===== src/rtl/pc_branch_unit_if.sv =====
// Branch-request / PC-result bundle between decode+CPSR stages and pc_branch_unit.
interface pc_branch_unit_if #(
   parameter int ADDR_W   = 32,
   parameter int OFFSET_W = 24
);
   logic                stall;
   logic                br_valid;
   logic [1:0]          br_type;
   logic [OFFSET_W-1:0] br_offset;
   logic [ADDR_W-1:0]   br_reg_target;
   logic                cpsr_flag;
   logic [ADDR_W-1:0]   pc;
   logic [ADDR_W-1:0]   pc_plus4;
   logic                branch_taken;
   logic                link_we;
   logic [ADDR_W-1:0]   link_data;
   logic                ras_empty;
   logic                ras_full;
   logic                ras_miss;
   logic [31:0]         taken_cnt;
   logic [31:0]         nottaken_cnt;

   modport master (
      output stall, br_valid, br_type, br_offset, br_reg_target, cpsr_flag,
      input  pc, pc_plus4, branch_taken, link_we, link_data,
             ras_empty, ras_full, ras_miss, taken_cnt, nottaken_cnt
   );

   modport slave (
      input  stall, br_valid, br_type, br_offset, br_reg_target, cpsr_flag,
      output pc, pc_plus4, branch_taken, link_we, link_data,
             ras_empty, ras_full, ras_miss, taken_cnt, nottaken_cnt
   );
endinterface


===== src/rtl/pc_branch_unit.sv =====
// PC select + branch resolution with a circular return-address stack.
// Define BRANCH_STATS_EN to build the saturating taken/not-taken counters.
module pc_branch_unit #(
   parameter int                ADDR_W    = 32,
   parameter logic [ADDR_W-1:0] RESET_PC  = '0,
   parameter int                RAS_DEPTH = 4,
   parameter int                OFFSET_W  = 24
)(
   input  logic             clk,
   input  logic             reset,
   pc_branch_unit_if.slave  bus
);
   localparam int PW = $clog2(RAS_DEPTH);
   localparam int CW = $clog2(RAS_DEPTH + 1);
   localparam logic [CW-1:0] CNT_FULL = CW'(RAS_DEPTH);
   localparam logic [PW-1:0] PTR_LAST = PW'(RAS_DEPTH - 1);
   localparam logic [1:0] BR_B = 2'b00, BR_BL = 2'b01, BR_RET = 2'b10, BR_BX = 2'b11;

   logic [RAS_DEPTH-1:0][ADDR_W-1:0] ras;
   logic [PW-1:0]     wp, wp_inc, wp_dec;
   logic [CW-1:0]     cnt;
   logic [ADDR_W-1:0] pc, pc_plus4, next_pc, rel_tgt, reg_tgt;
   logic              taken, empty, full, push, pop, miss_q;

   assign pc_plus4 = pc + ADDR_W'(4);
   assign rel_tgt  = pc_plus4 +
                     ({{(ADDR_W-OFFSET_W){bus.br_offset[OFFSET_W-1]}}, bus.br_offset} << 2);
   assign reg_tgt  = bus.br_reg_target & ~ADDR_W'(3);
   assign taken    = bus.br_valid & bus.cpsr_flag & ~bus.stall;
   assign empty    = (cnt == '0);
   assign full     = (cnt == CNT_FULL);
   assign push     = taken & (bus.br_type == BR_BL);
   assign pop      = taken & (bus.br_type == BR_RET) & ~empty;
   // pointer arithmetic wraps explicitly so non-power-of-2 depths work
   assign wp_inc   = (wp == PTR_LAST) ? '0 : wp + PW'(1);
   assign wp_dec   = (wp == '0) ? PTR_LAST : wp - PW'(1);

   always_comb begin
      next_pc = pc_plus4;
      if (taken) begin
         case (bus.br_type)
            BR_B, BR_BL: next_pc = rel_tgt;
            BR_RET:      next_pc = empty ? reg_tgt : ras[wp_dec];
            BR_BX:       next_pc = reg_tgt;
            default:     next_pc = pc_plus4;
         endcase
      end
   end

   always_ff @(posedge clk) begin
      if (reset) begin
         pc     <= RESET_PC;
         wp     <= '0;
         cnt    <= '0;
         miss_q <= 1'b0;
      end else if (!bus.stall) begin
         pc     <= next_pc;
         miss_q <= taken & (bus.br_type == BR_RET) & empty;
         if (push) begin
            wp <= wp_inc;
            if (!full) cnt <= cnt + CW'(1);
         end else if (pop) begin
            wp  <= wp_dec;
            cnt <= cnt - CW'(1);
         end
      end
   end

   // entries need no reset: count gates every read
   always_ff @(posedge clk) begin
      if (!reset && push) ras[wp] <= pc_plus4;
   end

`ifdef BRANCH_STATS_EN
   logic [31:0] tk_cnt, nt_cnt;
   always_ff @(posedge clk) begin
      if (reset) begin
         tk_cnt <= '0;
         nt_cnt <= '0;
      end else if (!bus.stall && bus.br_valid) begin
         if (bus.cpsr_flag) begin
            if (tk_cnt != '1) tk_cnt <= tk_cnt + 32'd1;
         end else if (nt_cnt != '1) begin
            nt_cnt <= nt_cnt + 32'd1;
         end
      end
   end
   assign bus.taken_cnt    = tk_cnt;
   assign bus.nottaken_cnt = nt_cnt;
`else
   assign bus.taken_cnt    = '0;
   assign bus.nottaken_cnt = '0;
`endif

   assign bus.pc           = pc;
   assign bus.pc_plus4     = pc_plus4;
   assign bus.branch_taken = taken;
   assign bus.link_we      = push;
   assign bus.link_data    = pc_plus4;
   assign bus.ras_empty    = empty;
   assign bus.ras_full     = full;
   assign bus.ras_miss     = miss_q;
endmodule

===== src/flat_wrapper.sv =====
// flat-port wrapper written by rule: the top's interface ports become plain ports
module pc_branch_unit_flat 
#(
   parameter int                ADDR_W    = 32,
   parameter logic [ADDR_W-1:0] RESET_PC  = '0,
   parameter int                RAS_DEPTH = 4,
   parameter int                OFFSET_W  = 24
)
  (clk, reset, bus_stall, bus_br_valid, bus_br_type, bus_br_offset, bus_br_reg_target, bus_cpsr_flag, bus_pc, bus_pc_plus4, bus_branch_taken, bus_link_we, bus_link_data, bus_ras_empty, bus_ras_full, bus_ras_miss, bus_taken_cnt, bus_nottaken_cnt);
  pc_branch_unit_if #(.ADDR_W(ADDR_W), .OFFSET_W(OFFSET_W)) bus_i ();
  input  logic clk;
  input  logic reset;
  input wire logic [$bits(bus_i.stall)-1:0] bus_stall;
  input wire logic [$bits(bus_i.br_valid)-1:0] bus_br_valid;
  input wire logic [$bits(bus_i.br_type)-1:0] bus_br_type;
  input wire logic [$bits(bus_i.br_offset)-1:0] bus_br_offset;
  input wire logic [$bits(bus_i.br_reg_target)-1:0] bus_br_reg_target;
  input wire logic [$bits(bus_i.cpsr_flag)-1:0] bus_cpsr_flag;
  output wire logic [$bits(bus_i.pc)-1:0] bus_pc;
  output wire logic [$bits(bus_i.pc_plus4)-1:0] bus_pc_plus4;
  output wire logic [$bits(bus_i.branch_taken)-1:0] bus_branch_taken;
  output wire logic [$bits(bus_i.link_we)-1:0] bus_link_we;
  output wire logic [$bits(bus_i.link_data)-1:0] bus_link_data;
  output wire logic [$bits(bus_i.ras_empty)-1:0] bus_ras_empty;
  output wire logic [$bits(bus_i.ras_full)-1:0] bus_ras_full;
  output wire logic [$bits(bus_i.ras_miss)-1:0] bus_ras_miss;
  output wire logic [$bits(bus_i.taken_cnt)-1:0] bus_taken_cnt;
  output wire logic [$bits(bus_i.nottaken_cnt)-1:0] bus_nottaken_cnt;
  assign bus_i.stall = bus_stall;
  assign bus_i.br_valid = bus_br_valid;
  assign bus_i.br_type = bus_br_type;
  assign bus_i.br_offset = bus_br_offset;
  assign bus_i.br_reg_target = bus_br_reg_target;
  assign bus_i.cpsr_flag = bus_cpsr_flag;
  assign bus_pc = bus_i.pc;
  assign bus_pc_plus4 = bus_i.pc_plus4;
  assign bus_branch_taken = bus_i.branch_taken;
  assign bus_link_we = bus_i.link_we;
  assign bus_link_data = bus_i.link_data;
  assign bus_ras_empty = bus_i.ras_empty;
  assign bus_ras_full = bus_i.ras_full;
  assign bus_ras_miss = bus_i.ras_miss;
  assign bus_taken_cnt = bus_i.taken_cnt;
  assign bus_nottaken_cnt = bus_i.nottaken_cnt;
  pc_branch_unit #(.ADDR_W(ADDR_W), .RESET_PC(RESET_PC), .RAS_DEPTH(RAS_DEPTH), .OFFSET_W(OFFSET_W)) u_core (.clk(clk), .reset(reset), .bus(bus_i));
endmodule

===== config.mk =====
export PLATFORM = sky130hd
export DESIGN_NAME = pc_branch_unit_flat
export DESIGN_NICKNAME = d
export VERILOG_FILES = /design/src/rtl/pc_branch_unit_if.sv /design/src/rtl/pc_branch_unit.sv /design/src/flat_wrapper.sv
export SDC_FILE = /design/constraint.sdc
export NUM_CORES = 1
export LEC_CHECK = 0
export BUFFER_PORTS_ARGS = -buffer_cell sky130_fd_sc_hd__buf_4
export CORE_ASPECT_RATIO = 0.9
export CORE_UTILIZATION = 49
export DETAILED_ROUTE_END_ITERATION = 16
export PLACE_DENSITY_LB_ADDON = 0.12
export SKIP_CTS_REPAIR_TIMING = 1
export SLEW_MARGIN = 20
export SYNTH_ARGS = -nofsm -noshare
export SYNTH_HDL_FRONTEND = slang
export SYNTH_SLANG_ARGS = --single-unit

===== constraint.sdc =====
create_clock -name clk -period 3.7 [get_ports clk]
set_clock_uncertainty 0.2 [all_clocks]
set_input_delay 0.555 -clock clk [delete_from_list [all_inputs] [get_ports clk]]
set_output_delay 0.555 -clock clk [all_outputs]
set_load 0.1 [all_outputs]

### After elaboration in Yosys (flattened, before gate mapping)

Cells that the tools add are included.
Widths: inputs -> output; s select.

| storage, ports and cells | value |
|---|---|
| register bits | 166 |
| logic and storage cells | 56 |
| bits of input ports | 63 |

| operators by class | value |
|---|---|
| reduce and logical (&&, ||, !) cells | 10 |
| bitwise gates (word level) | 8 |
| add/subtract/negate cells | 6 |
| equality and inequality tests | 6 |
| muxes and demuxes | 15 |
| order comparisons | 3 |

Operators with widths:

| kind | count |
|---|---|
| $bwmux 128 | 1 |
| $mux 32 | 4 |
| $pmux 32 s3 | 1 |
| $bmux 32 s2 | 1 |
| $demux 32 s2 | 1 |
| $add 32x3->32 const B | 1 |
| $add 32x32->32 | 1 |
| $mux 3 | 3 |
| $mux 2 | 4 |
| $and 1x1->1 | 6 |
| $eq 2x2->1 const B | 3 |
| $lt 2x3->1 const B | 2 |
| $logic_not 2->1 | 2 |
| $add 3x1->3 const B | 1 |
| $eq 3x3->1 const B | 1 |
| $logic_not 3->1 | 1 |
| $reduce_and 3->1 | 1 |
| $sub 3x1->3 const B | 1 |
| $add 2x1->2 const B | 1 |
| $eq 2x1->1 const B | 1 |
| $ge 2x1->1 const B | 1 |
| $logic_and 1x1->1 | 2 |
| $ne 2x2->1 const B | 1 |
| $not 1->1 | 2 |
| other kinds (5) | 5 |

### Logic depth before layout (Yosys ltp)

| depth | value |
|---|---|
| depth in word-level cells | 7 |
| depth in mapped cells | 18 |
| gate-level depth less buffers | 16 |

### Least setup slack after synthesis

OpenSTA, ideal clock, no wires.

| timing | value |
|---|---|
| kind | reg2reg |
| start | register u_core.pc[3] (netlist: u_core.bus.pc[3]) |
| end | register u_core.pc[31] (netlist: u_core.bus.pc[31]) |
| data required time | 3.366 ns |
| arrival time | 6.043 ns |
| setup slack | -2.677 ns |
| cell stages (with the launch flop) | 19 |
| path buffers | 2 |
| cell sequence | dfxtp_1 > ha_1 > and4_1 > buf_2 > nand2_1 > nor2_1 > nand3_1 > xnor2_1 > ha_1 > clkbuf_1 > a21o_1 > a21oi_1 > nor3b_1 > a21oi_1 > o21a_1 > a211oi_1 > xnor2_1 > mux2i_1 > o22ai_1 |

| on the way | value |
|---|---|
| cells in the longest elaborated chain, start to end | 4 |

Ends and longest elaborated chain:

| what | RTL line | text |
|---|---|---|
| from (decl) | pc_branch_unit.sv:22 | `logic [ADDR_W-1:0] pc, pc_plus4, next_pc, rel_tgt, reg_tgt;` |
| from (signal assigned) | pc_branch_unit.sv:57 | `pc <= next_pc;` |
| $add 32x3->32 | pc_branch_unit.sv:25 | `assign pc_plus4 = pc + ADDR_W'(4);` |
| named net bus_link_data[24] | flat_wrapper.sv:23 | `output wire logic [$bits(bus_i.link_data)-1:0] bus_link_data;` |
| $add 32x32->32 | pc_branch_unit.sv:26 | `assign rel_tgt = pc_plus4 +` |
| $pmux 32 s3 | pc_branch_unit.sv:41 | `case (bus.br_type)` |
| $mux 32 | pc_branch_unit.sv:40 | `if (taken) begin` |

The timed path passes the listed nets, and every way through them passes these cells.
A chain may end at the register's enable or synchronous reset.

### Worst setup path after layout

| timing | value |
|---|---|
| start | register u_core.pc[2] (netlist: u_core.bus.pc[2]) |
| end | register u_core.pc[31] (netlist: u_core.bus.pc[31]) |

| on the way | value |
|---|---|
| cells in the longest elaborated chain, start to end | 4 |

Ends and longest elaborated chain:

| what | RTL line |
|---|---|
| $add 32x3->32 (*) | pc_branch_unit.sv:25 |
| $add 32x32->32 | pc_branch_unit.sv:26 |
| $pmux 32 s3 | pc_branch_unit.sv:41 |
| $mux 32 (*) | pc_branch_unit.sv:40 |

Mark *: on every way between the ends. The rest lies on a longest branch, timed or not.

==> results.yml <==
drt:
  wire_per_inst_um: 20.0
  via_per_inst: 5.66
  firstDrtPassIters: 5
  drc_errors: 0
  wl_um: 29100
  num_vias: 8223
  ant_nets: 0
  drt_iter0_markers: 682
finish:
  area_growth_pct: 34.7
  fin_nets: 1290
  fill_cells: 1516
  final_common_cell: "buf_4"
  layout.cells.non_filler: 1453
  drive_gt1_share_pct: 40.2
  mostFrequentLayoutCells: "buf_4, edfxtp_1, nand2_1, nor2_1, conb_1"
  multi_input_comb_area_um2: 5700
  regArea_um2: 4680
  diodes: 0
synthesis:
  yosys_warnings: 0
  synthArstFlopShare_pct: 0
  yosys.area.top_type: "edfxtp_1"
  yosys_most_used_dff: "edfxtp_1"
  syn_inst: 958
  synth_area_um2: 10100
  synth-edff-count: 128
  ys_seq_area_share_pct: 45.8
  ys_ff_latch: 166
  yosysUniqueCellTypes: 69
  synth.avg_cell_area_um2: 10.5
  synth_top_cell_area_share_pct: 38.2
  yosys-top-cells-area: "edfxtp_1, dfxtp_1, buf_4"
sta:
  relSlewSlack_pct: 51.9
  post-route-period-util_pct: 98.3
  worstMarginPinSlew_ns: 0.722
  grt_setup_unrepaired: "yes"
  setup_tns_ns: 0
  hold_viol: 0
  setup_viol: 0
  min_period_ns: 3.64
  slew_viol_final: 0
  fmax_mhz: 275
clock_tree:
  cts_buffers: 17
  cts_tree: "done"
  htree_levels: 4
  clk_pin_slew_ns: 0.07
  root_buffer: "clkbuf_16"
  clk_latency_ns: 0.44
  ctsLongestPathBuffers: 2
  clock_sinks: 166
critical_path:
  crit_slowest_cell: "dfxtp_4"
  cp_max_fo: 4
  worstReg2RegStart: "u_core.bus.pc[2]"
  critical-path-max-stage-delay_ns: 0.35
  critPathKind: "reg -> reg"
  cp-startpoint: "u_core.bus.pc[2]"
  crit_arrival_ns: 3.74
  required_ns: 3.80
  path_cells: "buf_4, and3_4, and3_2, and3_2, xor2_4, ha_4, and2_1, or2_2, a32oi_4, a21oi_2, o21a_1, a211oi_2, xnor2_1, mux2i_1, o22ai_1"
  crit_path_start_kind: "flop"
  worst_setup_path_end_kind: "flop"
  path_common_cell: "and3_2"
die:
  rows: 49
  dieArea_um2: 21100
  io_pins: 228
  coreArea_um2: 20000
  chipWidth_um: 153
  fp.dieH_um: 138
  start_util_pct: 50.2
min_path:
  hp-start: "bus_br_reg_target[29]"
  hp-class: "in -> reg"
global_route:
  track_usage_pct: 27.9
  grt_overflow: 0
  antenna_found_initial: 0
  grt_max_degree: 46
  grt_pass1_wl_um: 43600
  grt_pass1_vias: 7515
placed_design:
  gp_congestion: 0.945
  dpl.hpwl_um: 21000
  dp_cells: 1410
  portBuffers: 161
status:
  status: "finished clean"
power:
  powerDensity_nw_per_um2: 400
  power_leakage_uw: 0.00550
  irDropWorstVdd_mv: 0.223
run:
  max-cap-violations: 0
sequential cells by signal, indices dropped and copies added (netlist names):
signal               cells
u_core.ras             128
u_core.bus.pc           32
u_core.cnt               3
u_core.wp                2
u_core.bus.ras_miss      1
critical path: cells and delay by family, from the launching register on:
| kind | cells | cell delay (ns) |
|---|---|---|
| multiplexers | 1 | 0.22 |
| AND/OR/NAND/NOR | 5 | 1.14 |
| flip-flops | 1 | 0.35 |
| AO/OA/AOI/OAI | 5 | 0.92 |
| buffers and inverters | 1 | 0.15 |
| XOR/XNOR | 2 | 0.35 |
| adder cells (fa/ha/maj) | 1 | 0.17 |
power breakdown:
part	switching [uW]	leakage (uW)	internal, uW	total (uW)
registers	33.5	0.00147	2020	2060
logic	1140	0.00375	407	1540
clock network	810	0.000284	1010	1820
cells in the mapped netlist (17+ instances only):
master and n:
a21o_1 23, a21oi_1 71, buf_4 99, clkbuf_1 28, dfxtp_1 38, edfxtp_1 128, ha_1 40, inv_1 17
mux4_2 32, nand2_1 101, nand3_1 34, nor2_1 78, o21ai_0 44, xnor2_1 33, xor2_1 22
area by class of cell:
class / instances / share of cell area, %
flip-flops and latches: 166 / 34.5
repair buffers: 284 / 16.1
inverters: 19 / 0.527
well taps: 255 / 2.36
multi-input cells: 697 / 42.1
clock inverters: 15 / 1.25
clock buffers: 17 / 3.14
stage by stage:
step           power, uW  cell area, um^2  util, %  setup slack (ns)  hold slack, ns
5_1_grt             5590            13500     67.6           -0.0279           0.286
3_5_place_dp        3590            12600     63.1           0.00660           0.303
4_1_cts             5400            13200     66.0           -0.0534           0.236
6_report            5420            13500     67.6            0.0611           0.247
2_1_floorplan       3310            11200        -            -0.618           0.265
3_3_place_gp        3590            12600     63.1            0.0355           0.282
worst paths after layout:
| kind | end | slack [ns] | depth (start not counted) |
|---|---|---|---|
| max | u_core.bus.pc[31] | 0.06 | 15 |
| min | u_core.bus.pc[29] | 0.25 | 4 |
| max reg2reg | u_core.bus.pc[31] | 0.06 | 15 |
| min reg2reg | u_core.bus.ras_miss | 0.32 | 2 |
routing by layer:
layer	wire, um	GRT usage [%]	part of all wire [%]	vias up
li1	-	-	-	3830
met1	13100	40.5	45	4002
met2	13400	43.4	46	371
met3	2210	5.28	7.6	20
met4	289	6.62	0.99	0
met5	0	0	0	-
kinds of logic (layout without fill, tap and decap cells):
group	after synthesis	after routing	share of synthesized area (%)
muxes	36	36	7.58
xor gates and xnor gates	56	56	4.95
adders and majority gates	42	42	5.38
AOI/OAI and AO/OA	213	213	13.2
DFF	166	166	45.8
other	1	64	0.0373
buffers and inverters	158	335	9.68
and+or+nand+nor	286	286	13.4
Note: power is estimated with default switching activity, not from simulation.
